--- config.mk ---
export PLATFORM = sky130hd
export DESIGN_NAME = gbc_timer_flat
export DESIGN_NICKNAME = d
export VERILOG_FILES = /design/src/rtl/gbc_timer_if.sv /design/src/rtl/gbc_timer.sv /design/src/flat_wrapper.sv
export SDC_FILE = /design/constraint.sdc
export NUM_CORES = 1
export LEC_CHECK = 0
export CORE_MARGIN = 2
export CORE_UTILIZATION = 55
export DETAILED_ROUTE_END_ITERATION = 6
export PLACE_DENSITY = 0.77
export SLEW_MARGIN = 5
export SYNTH_ARGS = -nofsm -noshare
export SYNTH_HDL_FRONTEND = slang
export SYNTH_SLANG_ARGS = --single-unit
--- constraint.sdc ---
create_clock -name i_Clk -period 2.5 [get_ports i_Clk]
set_input_delay 0.5 -clock i_Clk [delete_from_list [all_inputs] [get_ports i_Clk]]
set_output_delay 0.5 -clock i_Clk [all_outputs]
set_load 0.005 [all_outputs]
--- src/rtl/gbc_timer_if.sv ---
// Selected-device bus between the last-page decoder and the divider/timer block.
// The decoder side drives select, direction, index and write data; the timer returns read data.
interface gbc_timer_if;
    logic       i_Bus_Enable;
    logic       i_ReadWrite;
    logic [1:0] i_Register_Select;
    logic [7:0] i_Bus;
    logic [7:0] o_Bus;

    modport master (
        output i_Bus_Enable,
        output i_ReadWrite,
        output i_Register_Select,
        output i_Bus,
        input  o_Bus
    );

    modport slave (
        input  i_Bus_Enable,
        input  i_ReadWrite,
        input  i_Register_Select,
        input  i_Bus,
        output o_Bus
    );
endinterface

--- src/rtl/gbc_timer.sv ---
// GBC divider/timer (DIV, TIMA, TMA, TAC at FF04-FF07) with the delayed-reload overflow sequence.
// o_Interrupt_Request feeds the timer bit of the interrupt controller.
module gbc_timer (
    input  logic       i_Clk,
    input  logic       i_nRst,
    input  logic       i_Enable,
    gbc_timer_if.slave bus,
    output logic       o_Interrupt_Request
);
    typedef enum logic [1:0] {
        ST_IDLE   = 2'd0,
        ST_OVF    = 2'd1,
        ST_RELOAD = 2'd2
    } state_t;

    state_t      state_reg;
    logic [15:0] cnt_reg;
    logic [15:0] cnt_next;
    logic [7:0]  tima_reg;
    logic [7:0]  tima_inc;
    logic [7:0]  tma_reg;
    logic [7:0]  tma_next;
    logic [2:0]  tac_reg;
    logic [2:0]  tac_next;
    logic [1:0]  dly_reg;
    logic        irq_reg;
    logic        wr_any;
    logic        wr_div;
    logic        wr_tima;
    logic        wr_tma;
    logic        wr_tac;
    logic        tick;
    logic [7:0]  rd_data;

    // Timer input: enable bit ANDed with the counter bit chosen by the clock select.
    function automatic logic tap_sig(input logic [2:0] tac, input logic [15:0] cnt);
        logic b;
        case (tac[1:0])
            2'd0:    b = cnt[9];
            2'd1:    b = cnt[3];
            2'd2:    b = cnt[5];
            default: b = cnt[7];
        endcase
        return tac[2] & b;
    endfunction

    assign wr_any  = bus.i_Bus_Enable & bus.i_ReadWrite;
    assign wr_div  = wr_any & (bus.i_Register_Select == 2'd0);
    assign wr_tima = wr_any & (bus.i_Register_Select == 2'd1);
    assign wr_tma  = wr_any & (bus.i_Register_Select == 2'd2);
    assign wr_tac  = wr_any & (bus.i_Register_Select == 2'd3);

    assign cnt_next = wr_div ? 16'h0000 : cnt_reg + 16'd1;
    assign tac_next = wr_tac ? bus.i_Bus[2:0] : tac_reg;
    assign tma_next = wr_tma ? bus.i_Bus : tma_reg;
    assign tima_inc = tima_reg + 8'd1;

    // Falling edge of the tap signal across this edge; DIV/TAC writes can create one.
    assign tick = tap_sig(tac_reg, cnt_reg) & ~tap_sig(tac_next, cnt_next);

    always_comb begin
        rd_data = 8'h00;
        if (bus.i_Bus_Enable && !bus.i_ReadWrite) begin
            case (bus.i_Register_Select)
                2'd0:    rd_data = cnt_reg[15:8];
                2'd1:    rd_data = tima_reg;
                2'd2:    rd_data = tma_reg;
                default: rd_data = {5'b11111, tac_reg};
            endcase
        end
    end

    assign bus.o_Bus           = rd_data;
    assign o_Interrupt_Request = irq_reg;

    always_ff @(posedge i_Clk) begin
        if (!i_nRst) begin
            state_reg <= ST_IDLE;
            cnt_reg   <= 16'h0000;
            tima_reg  <= 8'h00;
            tma_reg   <= 8'h00;
            tac_reg   <= 3'b000;
            dly_reg   <= 2'd0;
            irq_reg   <= 1'b0;
        end else if (i_Enable) begin
            cnt_reg <= cnt_next;
            tac_reg <= tac_next;
            tma_reg <= tma_next;
            irq_reg <= 1'b0;
            case (state_reg)
                ST_OVF: begin
                    if (wr_tima) begin
                        tima_reg  <= bus.i_Bus;
                        state_reg <= ST_IDLE;
                    end else if (dly_reg == 2'd3) begin
                        tima_reg  <= tma_next;
                        state_reg <= ST_RELOAD;
                        irq_reg   <= 1'b1;
                    end else begin
                        dly_reg <= dly_reg + 2'd1;
                        if (tick) tima_reg <= tima_inc;
                    end
                end
                default: begin
                    state_reg <= ST_IDLE;
                    // In RELOAD a TMA write passes straight through to TIMA and TIMA writes are dropped.
                    if ((state_reg == ST_RELOAD) && wr_tma) begin
                        tima_reg <= bus.i_Bus;
                    end else if ((state_reg == ST_IDLE) && wr_tima) begin
                        tima_reg <= bus.i_Bus;
                    end else if (tick) begin
                        tima_reg <= tima_inc;
                        if (tima_reg == 8'hFF) begin
                            state_reg <= ST_OVF;
                            dly_reg   <= 2'd0;
                        end
                    end
                end
            endcase
        end
    end
endmodule

--- src/flat_wrapper.sv ---
// flat-port wrapper written by rule: the top's interface ports become plain ports
module gbc_timer_flat 
  (i_Clk, i_nRst, i_Enable, o_Interrupt_Request, bus_i_Bus_Enable, bus_i_ReadWrite, bus_i_Register_Select, bus_i_Bus, bus_o_Bus);
  gbc_timer_if bus_i ();
  input  logic i_Clk;
  input  logic i_nRst;
  input  logic i_Enable;
  output logic o_Interrupt_Request;
  input wire logic [$bits(bus_i.i_Bus_Enable)-1:0] bus_i_Bus_Enable;
  input wire logic [$bits(bus_i.i_ReadWrite)-1:0] bus_i_ReadWrite;
  input wire logic [$bits(bus_i.i_Register_Select)-1:0] bus_i_Register_Select;
  input wire logic [$bits(bus_i.i_Bus)-1:0] bus_i_Bus;
  output wire logic [$bits(bus_i.o_Bus)-1:0] bus_o_Bus;
  assign bus_i.i_Bus_Enable = bus_i_Bus_Enable;
  assign bus_i.i_ReadWrite = bus_i_ReadWrite;
  assign bus_i.i_Register_Select = bus_i_Register_Select;
  assign bus_i.i_Bus = bus_i_Bus;
  assign bus_o_Bus = bus_i.o_Bus;
  gbc_timer u_core (.i_Clk(i_Clk), .i_nRst(i_nRst), .i_Enable(i_Enable), .bus(bus_i), .o_Interrupt_Request(o_Interrupt_Request));
endmodule
# Yosys cells after proc, flatten, opt, wreduce, memory -nomap -nowiden
# Index checks and enable logic that the tools add are counted.
# Widths: inputs -> output; s select.
# op_classes
add_sub_neg	3
n_eq_ne	16
n_mux	30
n_bitwise	9
reduce_logical	12
# op_table
operator	count
$mux 8	8
$mux 2	13
$pmux 8 s3	1
$add 16x1->16 const B	1
$mux 16	1
$eq 2x2->1 const B	6
$add 8x1->8 const B	1
$and 1x1->1	8
$eq 2x1->1 const B	4
$eq 8x8->1 const B	1
$logic_not 2->1	4
$ne 2x2->1 const B	4
$reduce_and 7->1	1
$pmux 1 s3	2
$mux 1	4
$reduce_bool 2->1	2
$logic_and 1x1->1	3
$mux 3	1
$ne 3x1->1 const B	1
$add 2x1->2 const B	1
$reduce_and 2->1	1
$logic_not 1->1	1
$not 1->1	1
# totals
reg_bits	40
input_bits	15
output_inout_bits	9
elab_cells	77

# Depth between registers and ports, before layout
# Gate-level depths: netlist of run 1.
# logic_depth
depth_word	12
ltp_mapped	9
ltp_nobuf	7

# Worst setup path before layout of run 1
# OpenSTA, ideal clock, no wires.
# synth_timing
path_type	in2reg
start	input port bus_i_Register_Select[0]
end	register u_core.tima_reg[7]
setup_time_ns	0.139
t_arrival_ns	2.192
t_required_ns	2.361
setup_slack_ns	0.168
stages	8
path_buffers	1
path_cell_list	buf_2 -> nand4_4 -> mux2i_4 -> o311ai_4 -> o2111ai_2 -> o31a_1 -> o31ai_1 -> a31oi_1
# synth_via
elab_chain_len	12
word_cells_on_any_way	26
classes_between	5 x eq/ne; 10 x mux; 7 x bitwise; 4 x reduce/logical
# synth_rtl
element	line	source
start, declared	flat_wrapper.sv:11	input wire logic [$bits(bus_i.i_Register_Select)-1:0] bus_i_Register_Select;
$eq 2x2->1	gbc_timer.sv:51	assign wr_tac = wr_any & (bus.i_Register_Select == 2'd3);
$and 1x1->1	gbc_timer.sv:51	
$mux 3	gbc_timer.sv:54	assign tac_next = wr_tac ? bus.i_Bus[2:0] : tac_reg;
$eq 2x2->1 (tied with other cells)	gbc_timer.sv:38	case (tac[1:0])
$pmux 1 s3	gbc_timer.sv:38	
$and 1x1->1	gbc_timer.sv:44	return tac[2] & b;
$not 1->1	gbc_timer.sv:59	assign tick = tap_sig(tac_reg, cnt_reg) & ~tap_sig(tac_next, cnt_next);
$and 1x1->1	gbc_timer.sv:59	
$mux 8	--	
$mux 8, on equally long branches	gbc_timer.sv:109, gbc_timer.sv:95	
$mux 8, on equally long branches	gbc_timer.sv:107, gbc_timer.sv:92	
$mux 8 (*)	gbc_timer.sv:90	case (state_reg)
end signal, assigned	gbc_timer.sv:93	tima_reg <= bus.i_Bus;
end signal, assigned	gbc_timer.sv:108	tima_reg <= bus.i_Bus;
end signal, assigned	gbc_timer.sv:110	tima_reg <= bus.i_Bus;
end, declared	gbc_timer.sv:19	logic [7:0] tima_reg;
# Mark *: on every way between the ends. The rest lies on a longest branch, timed or not.
# A chain may end at the register's enable or synchronous reset.

# Final worst setup path of run 1
# layout_timing
start	input port bus_i_ReadWrite
end	output port bus_o_Bus[4]
# layout_via
elab_chain_len	3
# layout_rtl
element	line	source
start, declared	flat_wrapper.sv:10	input wire logic [$bits(bus_i.i_ReadWrite)-1:0] bus_i_ReadWrite;
$logic_not 1->1	gbc_timer.sv:63	if (bus.i_Bus_Enable && !bus.i_ReadWrite) begin
$logic_and 1x1->1	gbc_timer.sv:63	
$mux 8	gbc_timer.sv:63	
end, declared	flat_wrapper.sv:13	output wire logic [$bits(bus_i.o_Bus)-1:0] bus_o_Bus;
# No other way between the ends.

==> results of run 1 <==
where the power goes:
| group | leakage (uW) | switching (uW) | internal (uW) | total, uW |
|---|---|---|---|---|
| logic | 0.00106 | 112 | 122 | 234 |
| clock network | 0.0000548 | 250 | 301 | 551 |
| registers | 0.000324 | 24.3 | 654 | 678 |
| total | 0.00144 | 386 | 1080 | 1460 |
worst max-delay path, delay by kind of cell:
kind	cells	cell delay (ns)
AND/OR/NAND/NOR	1	0.15
buffers and inverters	4	1.10
AO/OA/AOI/OAI	1	0.18
layout make-up:
type                    count  area share (%)
multi-input cells         265            52.4
flip-flops and latches     40            22.8
inverters                   5           0.535
clock inverters             3            1.32
clock buffers               5            1.96
repair buffers             71            18.6
well taps                  67            2.39
per-layer routing:
layer	part of all wire (%)	vias to the layer above	wire length (um)	GRT usage [%]
li1	-	1320	-	-
met1	46	1277	3520	43.7
met2	45	128	3420	47.2
met3	8.0	11	616	3.52
met4	1.6	0	123	8.13
met5	0	-	0	0
cells by family after synthesis:
group           after synthesis  synth area share [%]
simple gates                139                  25.2
mux                          32                  14.4
compound gates               80                  22.6
buf+inv                      24                  3.58
xor+xnor                     11                  3.53
flops                        40                  29.3
fa+ha+maj                     3                  1.38
worst max-delay path by stage:
stage	start	to
2_1_floorplan	bus_i_Register_Select[0]	u_core.tima_reg[7]
3_3_place_gp	bus_i_Register_Select[0]	bus_o_Bus[2]
3_5_place_dp	bus_i_Register_Select[0]	u_core.tima_reg[7]
4_1_cts	bus_i_Register_Select[1]	bus_o_Bus[2]
5_1_grt	u_core.cnt_reg[2]	u_core.tima_reg[6]
6_report	bus_i_ReadWrite	bus_o_Bus[4]
per-stage QoR:
| stage | cell area, um^2 | total power, uW | setup TNS (ns) | cells |
|---|---|---|---|---|
| 2_1_floorplan | 2730 | 802 | 0 | 329 |
| 3_3_place_gp | 3350 | 910 | -5.63 | 446 |
| 3_5_place_dp | 3350 | 914 | -6.11 | 446 |
| 4_1_cts | 3500 | 1470 | 0 | 456 |
| 5_1_grt | 3510 | 1530 | 0 | 456 |
| 6_report | 3510 | 1460 | 0 | 456 |
placed cells by master, fill, tap and decap left out, types with 3 or more instances in the layout:
| cell | Yosys | final |
|---|---|---|
| buf_4 | 1 | 43 |
| nor2_1 | 41 | 41 |
| dfxtp_1 | 40 | 40 |
| nand2_1 | 39 | 39 |
| mux2i_1 | 23 | 23 |
| o21ai_0 | 20 | 20 |
| clkdlybuf4s50_1 | 0 | 19 |
| a21oi_1 | 17 | 17 |
| nand3_1 | 10 | 10 |
| and2_1 | 8 | 8 |
| nor3_1 | 7 | 7 |
| xor2_1 | 7 | 7 |
| o221a_2 | 6 | 6 |
| nand2b_1 | 7 | 6 |
| inv_1 | 5 | 5 |
| a211oi_1 | 5 | 5 |
| clkbuf_8 | 0 | 5 |
| mux2_2 | 4 | 4 |
| xnor2_1 | 4 | 4 |
| o21a_1 | 4 | 4 |
| and3_1 | 4 | 4 |
| mux4_2 | 3 | 3 |
| a31oi_1 | 3 | 3 |
| nand4_1 | 3 | 3 |
| a32oi_1 | 3 | 3 |
| ha_1 | 3 | 3 |
| buf_12 | 0 | 3 |
what timing repair did:
item	CTS	global route
setup endpoints to repair	18	6
gates resized for setup	9	4
gates cloned	1	0
buffers inserted	1	0
==> flow_summary_export.csv, run 1 <==
group,metric,value,unit
outcome,outcome,"complete, no violations",
clock_tree,numCtsBuffers,5,
logic_synthesis,ys_seq_area_share,29.3,%
min_path,hold_path_class,"reg -> reg",
timing,worst_pin_slew,0.443,ns
min_path,holdPathStages,2,
floorplan,die-height,74.4,um
detailed_routing,vias_per_cell,6.00,
global_routing,grt_pass1_wl,12700,um
final_layout,drive_above_1_share,22.4,%
final_layout,utilization,73.8,%
timing,period_needed,2.44,ns
placed_design,dp_slack,-0.396,ns
logic_synthesis,synth_edf_count,0,
critical_path,critPathKind,"in -> out",
power,ir_worst_vdd,337,uV
detailed_routing,ant_nets,0,
final_layout,nFillCells,385,
placed_design,place_hpwl,5610,um
critical_path,cpPeakStageDelay,0.49,ns
clock_tree,clock_path_buffers,2,
detailed_routing,first_pass_iters,4,
critical_path,crit_required,2.00,ns
global_routing,grt_max_degree,35,
critical_path,crit_chain,"dlygate4sd2_1 -> buf_4 -> nor2b_1 -> buf_4 -> o221a_2 -> clkdlybuf4s50_1",
logic_synthesis,synthTopCellsByCount,"nor2_1, dfxtp_1, nand2_1",
timing,clock_skew,0.00616,ns
critical_path,end_kind,"primary output",
flow_run,max-cap-violations,0,
critical_path,critPathMaxFanout,5,
global_routing,grt_overflow,0,
global_routing,antenna_found_initial,0,
floorplan,fp.dieW,74.4,um
timing,slew_viol_final,0,
critical_path,cp_slowest_cell,"clkdlybuf4s50_1",
detailed_routing,drt-initial-drc-count,255,
min_path,hold_start,"u_core.dly_reg[1]",
power,p_per_area,417,nW/um^2
floorplan,io_pins,24,
final_layout,largest_reg_flops,16,
timing,rsz0062_at_grt,"no",
clock_tree,htree_levels,2,
critical_path,crit_top_cell,"buf_4",
floorplan,dieArea,5540,um^2
timing,holdWs,0.483,ns
detailed_routing,vias,2736,
logic_synthesis,synth_area,2730,um^2
critical_path,start_kind,"input port",
timing,hold_violations,0,
logic_synthesis,yosys.area.top_type,"dfxtp_1",
floorplan,core_area,4750,um^2
critical_path,r2r_slack,0.11,ns
final_layout,diodes,0,
logic_synthesis,syn-num-nets,347,
logic_synthesis,yosysMostFrequentCell,"nor2_1",
global_routing,grtUsageTotal,30.1,%
clock_tree,clock-sinks,40,
logic_synthesis,syn_avg_cell_area,8.29,um^2
clock_tree,cts_root_buf,"clkbuf_8",
critical_path,worstReg2RegStart,"u_core.cnt_reg[2]",
logic_synthesis,synth_area_leaders,"dfxtp_1, mux2i_1, nor2_1, nand2_1, o21ai_0",
clock_tree,clkTransAtPathRegs,0.08,ns
logic_synthesis,synthesis.instances,329,
clock_tree,tritoncts,"yes",
logic_synthesis,synth-main-ff-cell,"dfxtp_1",
detailed_routing,drcViolationCount,0,
global_routing,grt_pass1_vias,2572,
logic_synthesis,yosys_register_bits,40,
floorplan,initial_core_util,57.4,%
floorplan,num_rows,25,
final_layout,seq_area,801,um^2
final_layout,nets,406,
timing,finalWorstSetupSlack,0.0648,ns
placed_design,place_congestion,0.926,
logic_synthesis,netlist.area_leader.share,29.3,%
timing,timing.final.crit_share,97.4,%
critical_path,worstRegToRegCells,8,
min_path,hold_end,"u_core.dly_reg[1]",
detailed_routing,wl_per_cell,16.8,um
timing,fmax,411,MHz
clock_tree,clock_latency,0.29,ns
critical_path,arrival,1.94,ns
timing,slew_headroom,70.2,%
logic_synthesis,async_flop_share,0,%
power,p_leak,0.00144,uW
clock_tree,ctsHoldBuffers,0,
final_layout,areaGrowthSynthToFinish,28.5,%
final_layout,multi_input_area,1840,um^2
timing,finalSetupViolCount,0,
logic_synthesis,yosys_warnings,0,
critical_path,r2r_end,"u_core.tima_reg[6]",
placed_design,io_buffers,23,
detailed_routing,wl,7670,um
logic_synthesis,ys_types,60,
Power figures use the tool's default switching activity.
==> run 2: changes to the inputs <==
--- a/config.mk
+++ b/config.mk
@@ -7,6 +7,7 @@
 export LEC_CHECK = 0
 export CORE_MARGIN = 2
 export CORE_UTILIZATION = 55
+export CTS_BUF_LIST = sky130_fd_sc_hd__clkbuf_8
 export DETAILED_ROUTE_END_ITERATION = 6
 export PLACE_DENSITY = 0.77
 export SLEW_MARGIN = 5
==> results of run 2 <==
Same layout as run 1: the final DEF is identical, and so are final timing and power.
